===== config.mk =====
export PLATFORM = sky130hd
export DESIGN_NAME = wb_ram_port
export DESIGN_NICKNAME = d
export VERILOG_FILES = /design/src/rtl/wb_ram_pkg.sv /design/src/rtl/wb_ram_lane_seq.sv /design/src/rtl/wb_ram_port.sv
export SDC_FILE = /design/constraint.sdc
export NUM_CORES = 1
export LEC_CHECK = 0
export ABC_AREA = 0
export BUFFER_PORTS_ARGS = -buffer_cell sky130_fd_sc_hd__buf_2
export CELL_PAD_IN_SITES_DETAIL_PLACEMENT = 1
export CELL_PAD_IN_SITES_GLOBAL_PLACEMENT = 1
export CORE_UTILIZATION = 30
export CTS_CLUSTER_SIZE = 16
export DETAILED_ROUTE_END_ITERATION = 6
export PLACE_DENSITY_LB_ADDON = 0.1
export SLEW_MARGIN = 20
export SYNTH_ARGS = -nofsm -noshare
export SYNTH_HDL_FRONTEND = slang
export SYNTH_SLANG_ARGS = --single-unit

===== constraint.sdc =====
create_clock -name wb_clk_i -period 1.8 [get_ports wb_clk_i]
set_clock_uncertainty 0.2 [all_clocks]
set_input_delay 0.09 -clock wb_clk_i [delete_from_list [all_inputs] [get_ports wb_clk_i]]
set_output_delay 0.09 -clock wb_clk_i [all_outputs]
set_load 0.02 [all_outputs]

===== src/rtl/wb_ram_pkg.sv =====
// Shared types and constants for the Wishbone port onto the byte-banked user RAM.
package wb_ram_pkg;
  localparam int RAM_ROWS  = 512;
  localparam int NUM_BANKS = 8;
  localparam int NUM_LANES = 4;
  localparam int ROW_W     = $clog2(RAM_ROWS);

  typedef enum logic [2:0] {ST_IDLE, ST_ARB, ST_ISSUE, ST_CAPT, ST_ACK} state_e;

  // Word half (byte offset bit 2) picks the upper or lower group of four banks.
  function automatic logic [2:0] bank_sel(input logic half, input logic [1:0] lane);
    return {half, lane};
  endfunction
endpackage


===== src/rtl/wb_ram_lane_seq.sv =====
// Picks the next byte lane to write from the remaining-lanes mask.
module wb_ram_lane_seq
  import wb_ram_pkg::*;
(
  input  logic [NUM_LANES-1:0] mask,
  output logic [1:0]           lane,
  output logic [NUM_LANES-1:0] rest
);
  always_comb begin
    lane = '0;
    for (int k = NUM_LANES - 1; k >= 0; k--)
      if (mask[k]) lane = k[1:0];
    rest = mask & (mask - 1'b1);
  end
endmodule


===== src/rtl/wb_ram_port.sv =====
// Wishbone classic responder driving the 8-bank user RAM macros after an arbiter grant.
// Optional WB_RAM_ERR_EN adds wbs_err_o and answers out-of-range accesses with an error.
module wb_ram_port
  import wb_ram_pkg::*;
#(
  parameter logic [31:0] BASE_ADDR = 32'h3000_0000,
  parameter int          RAM_BYTES = 4096
) (
  input  logic                 wb_clk_i,
  input  logic                 rst_n,
  input  logic                 wbs_cyc_i,
  input  logic                 wbs_stb_i,
  input  logic                 wbs_we_i,
  input  logic [3:0]           wbs_sel_i,
  input  logic [31:0]          wbs_adr_i,
  input  logic [31:0]          wbs_dat_i,
  output logic                 wbs_ack_o,
`ifdef WB_RAM_ERR_EN
  output logic                 wbs_err_o,
`endif
  output logic [31:0]          wbs_dat_o,
  output logic                 ram_req_o,
  input  logic                 ram_gnt_i,
  output logic                 ram_cen_o,
  output logic [ROW_W-1:0]     ram_a_o,
  output logic [7:0]           ram_d_o,
  output logic [NUM_BANKS-1:0] ram_gwen_o,
  input  logic [63:0]          ram_q_i
);
`ifdef WB_RAM_ERR_EN
  localparam bit ERR_EN = 1'b1;
`else
  localparam bit ERR_EN = 1'b0;
`endif

  state_e               state_q, state_d;
  logic [ROW_W-1:0]     row_q;
  logic                 half_q, we_q, miss_q;
  logic [NUM_LANES-1:0] mask_q, mask_rest;
  logic [31:0]          wdat_q, off;
  logic [1:0]           lane;
  logic                 hit, start, resp;
  logic                 unused_off;

  assign off        = wbs_adr_i - BASE_ADDR;
  assign hit        = (wbs_adr_i >= BASE_ADDR) && (off < 32'(RAM_BYTES));
  assign start      = wbs_cyc_i && wbs_stb_i;
  assign unused_off = ^off[1:0];
  assign ram_a_o    = row_q;

  wb_ram_lane_seq u_lane_seq (.mask(mask_q), .lane(lane), .rest(mask_rest));

  always_comb begin
    state_d    = state_q;
    ram_req_o  = 1'b0;
    ram_cen_o  = 1'b1;
    ram_gwen_o = '1;
    ram_d_o    = '0;
    resp       = 1'b0;
    case (state_q)
      ST_IDLE: if (start) begin
        if (!hit || (wbs_we_i && wbs_sel_i == '0)) state_d = ST_ACK;
        else                                       state_d = ST_ARB;
      end
      ST_ARB: begin
        ram_req_o = 1'b1;
        if (!wbs_cyc_i)     state_d = ST_IDLE;
        else if (ram_gnt_i) state_d = ST_ISSUE;
      end
      ST_ISSUE: begin
        ram_req_o = 1'b1;
        ram_cen_o = 1'b0;
        if (we_q) begin
          // One lane per macro cycle since all banks share the D bus.
          ram_d_o = wdat_q[{lane, 3'b000} +: 8];
          ram_gwen_o[bank_sel(half_q, lane)] = 1'b0;
          if (!wbs_cyc_i)            state_d = ST_IDLE;
          else if (mask_rest == '0)  state_d = ST_ACK;
        end else begin
          state_d = wbs_cyc_i ? ST_CAPT : ST_IDLE;
        end
      end
      ST_CAPT: begin
        ram_req_o = 1'b1;
        state_d   = wbs_cyc_i ? ST_ACK : ST_IDLE;
      end
      ST_ACK: begin
        resp    = wbs_cyc_i;
        state_d = ST_IDLE;
      end
      default: state_d = ST_IDLE;
    endcase
  end

  assign wbs_ack_o = resp && !(ERR_EN && miss_q);
`ifdef WB_RAM_ERR_EN
  assign wbs_err_o = resp && miss_q;
`endif

  always_ff @(posedge wb_clk_i or negedge rst_n) begin
    if (!rst_n) begin
      state_q   <= ST_IDLE;
      row_q     <= '0;
      half_q    <= 1'b0;
      we_q      <= 1'b0;
      miss_q    <= 1'b0;
      mask_q    <= '0;
      wdat_q    <= '0;
      wbs_dat_o <= '0;
    end else begin
      state_q <= state_d;
      if (state_q == ST_IDLE && start) begin
        miss_q <= !hit;
        we_q   <= wbs_we_i;
        mask_q <= wbs_sel_i;
        wdat_q <= wbs_dat_i;
        if (hit) begin
          row_q  <= off[ROW_W+2:3];
          half_q <= off[2];
        end
        if (!hit && !wbs_we_i && !ERR_EN) wbs_dat_o <= '0;
      end
      if (state_q == ST_ISSUE && we_q) mask_q <= mask_rest;
      // Every lane comes back on reads, selected or not.
      if (state_q == ST_CAPT && wbs_cyc_i)
        for (int k = 0; k < NUM_LANES; k++)
          wbs_dat_o[8*k +: 8] <= ram_q_i[{bank_sel(half_q, 2'(k)), 3'b000} +: 8];
    end
  end
endmodule


==> impl_metrics.yaml <==
clock_network:
  cts.sinks: 82
  clk_pin_slew_ns: 0.06
  clockRootBuffer: "clkbuf_16"
  clockBufferDepth: 2
  cts_buffers: 9
  clk_latency_ns: 0.34
  cts_tree: "done"
  cts_max_level: 3
setup_path:
  cp_data_required_time_ns: 1.51
  crit_type: "reg2out"
  cp_data_arrival_time_ns: 1.85
  end_kind: "primary output"
  worst-r2r-cell-count: 8
  cp_max_fo: 8
  start_kind: "register"
outcome:
  status: "finished with violations"
  violations: "negative setup slack"
global_route:
  grt_usage_pct: 25.0
  antenna_found_initial: 0
  grt_max_degree: 42
  grt-ovfl-total: 0
  grt_pass1_vias: 5141
  grt_pass1_wl_mm: 26.9
die:
  die-area_um2: 14000
  die_x_um: 118
  initial_core_util_pct: 30.7
  fp.dieH_um: 118
  boundaryPins: 198
  coreArea_um2: 13200
  rows: 42
timing:
  slew_violations: 0
  tns_ns: -9.31
  rsz0062_at_grt: "true"
  post-route-period-util_pct: 119
  clock.fmax_ghz: 0.467
  relSlewSlack_pct: 59.5
  min_period_ns: 2.14
  setup_viol: 58
  tightest_slew_ns: 0.607
  fin_ws_ns: -0.343
  hold_viol_final: 0
  whs_ns: 0.0136
drt:
  firstDrtPassIters: 4
  routed_via_density: 4.98
  ant_nets: 0
  top_layer_used: "met4"
  via_count: 4701
  wl_met2_mm: 9.75
  wl_mm: 18.8
  drt-met1-wl_mm: 7.45
  wl_met3_um: 984
  drtIter0Drc: 178
  wire_per_inst_um: 19.9
  route.detailed.drc: 0
synthesis:
  synth_top_area_cell: "dfrtp_1"
  synth-edff-count: 0
  synthesis.area_um2: 4060
  synth_top_cell_area_share_pct: 50.6
  synth_warnings: 0
  synth_flop_cell: "dfrtp_1"
  synth_top_family_by_area: "simple AND/OR/NAND/NOR gates"
  ys_ff_latch: 82
  synth_mux_area_share_pct: 14.6
  ys_types: 46
  synth_cells: 416
  syn_nets: 554
  synth_compound_area_share_pct: 10.5
  synth_area_leaders: "dfrtp_1 51%, mux2i_1 12%, nand2_1 9.9%, a211oi_1 5.9%, nor2_1 3.6%"
  synth_most_common_cell: "nand2_1"
  ys_seq_area_share_pct: 50.6
  synth.top_cells.by_count: "107 x nand2_1, 82 x dfrtp_1, 48 x mux2i_1"
  yosys.area_share.simple_pct: 20.4
  synth_xor_area_share_pct: 0
  syn_area_per_cell_um2: 9.76
  synthAdderAreaFrac_pct: 0.247
  synthArstFlopShare_pct: 100
hold_path:
  whs_path_depth: 4
  hold_path.class: "in2reg"
placement:
  place_ws_ns: -0.164
  dp.cells: 792
  portBuffers: 195
  place_hpwl_mm: 9.50
  routabilityCongestion: 0.781
pwr:
  peakVddDrop_v: 0.000495
  power_density_nw_per_um2: 657
  finalPower_mw: 5.21
  p_leak_nw: 3.73
final_layout:
  fin_cells: 944
  insertedDiodeCount: 0
  drive_gt1_share_pct: 45.8
  final_nets: 901
  syn2layout_area_growth_pct: 95.3
job:
  maxCapViolations: 0
layout make-up:
type / instances / area, um^2
fillers: 1462 / 5310
repair buffers: 367 / 2990
multi-input cells: 300 / 2340
flip-flops and latches: 82 / 2060
clock buffers: 13 / 260
well taps: 176 / 220
clock inverters: 3 / 47.5
inverters: 3 / 11.3
placed cells by master (no fill, tap or decap), drive strengths merged, types with 2 or more instances in the layout:
cell type	instances
nand3b	2
nor4b	2
nand3	4
nor2b	4
nor3	2
nor4	4
dfrtp	82
inv	3
and3	4
dlygate4sd3	114
nor2	40
mux2	10
o211ai	3
a211oi	33
buf	249
nand2	107
clkinv	2
o21ai	7
mux2i	48
clkbuf	17
a22o	3
and2	2
o22ai	8
flip-flops by register name, indices dropped and copies added, names as in the netlist:
signal / cells
ram_a_o: 9
we_q: 1
half_q: 1
wbs_dat_o: 32
wdat_q: 32
state_q: 3
mask_q: 4
cell families after synthesis:
group | after synthesis
flops | 82
buf+inv | 34
mux | 58
simple gates | 182
compound gates | 59
fa+ha+maj | 1
routing by layer:
metal  vias up  global-route usage [%]
met1      2340                    29.2
met3        51                    7.82
met4         0                    9.38
met2       176                    42.6
met5         -                       0
li1       2134                       -
stage by stage:
stage	instance area [um^2]	util (%)
final	7930	59.9
after global routing	7930	59.9
after CTS	7510	56.7
after detailed placement	5680	42.9
after global placement	5680	42.9
after floorplan	4250	-
report_power, final:
group | internal [mW] | leakage, nW | switching [mW] | total, mW
Combinational | 0.671 | 2.50 | 0.540 | 1.21
Clock | 1.16 | 0.150 | 0.765 | 1.92
Sequential | 1.97 | 1.08 | 0.104 | 2.08
Total | 3.80 | 3.73 | 1.41 | 5.21
path summary, 6_finish.rpt:
kind | slack (ns) | end | start
min in group asynchronous | 0.09 | wdat_q[29] | rst_n
hold reg to reg | 0.28 | wdat_q[10] | wdat_q[10]
hold / removal | 0.01 | state_q[1] | wbs_cyc_i
setup / recovery | -0.34 | ram_d_o[4] | mask_q[1]
setup reg to reg | -0.20 | ram_a_o[6] | state_q[0]
max in group asynchronous | 0.70 | wbs_dat_o[9] | rst_n
worst max-delay path, cell delays in order (launching register included):
cell     delay [ns]
dfrtp_1        0.42
or2_4          0.28
or3_4          0.40
buf_12         0.16
o22ai_4        0.11
buf_6          0.15
repair_timing:
item,4_1_cts,5_1_grt
buffers inserted,10,10
pin swaps,3,17
endpoints found under the hold margin,153,0
cloned,4,4
resized for setup,57,70
hold buffers,114,0
setup endpoints to repair,47,72
(Power assumes the default switching activity.)
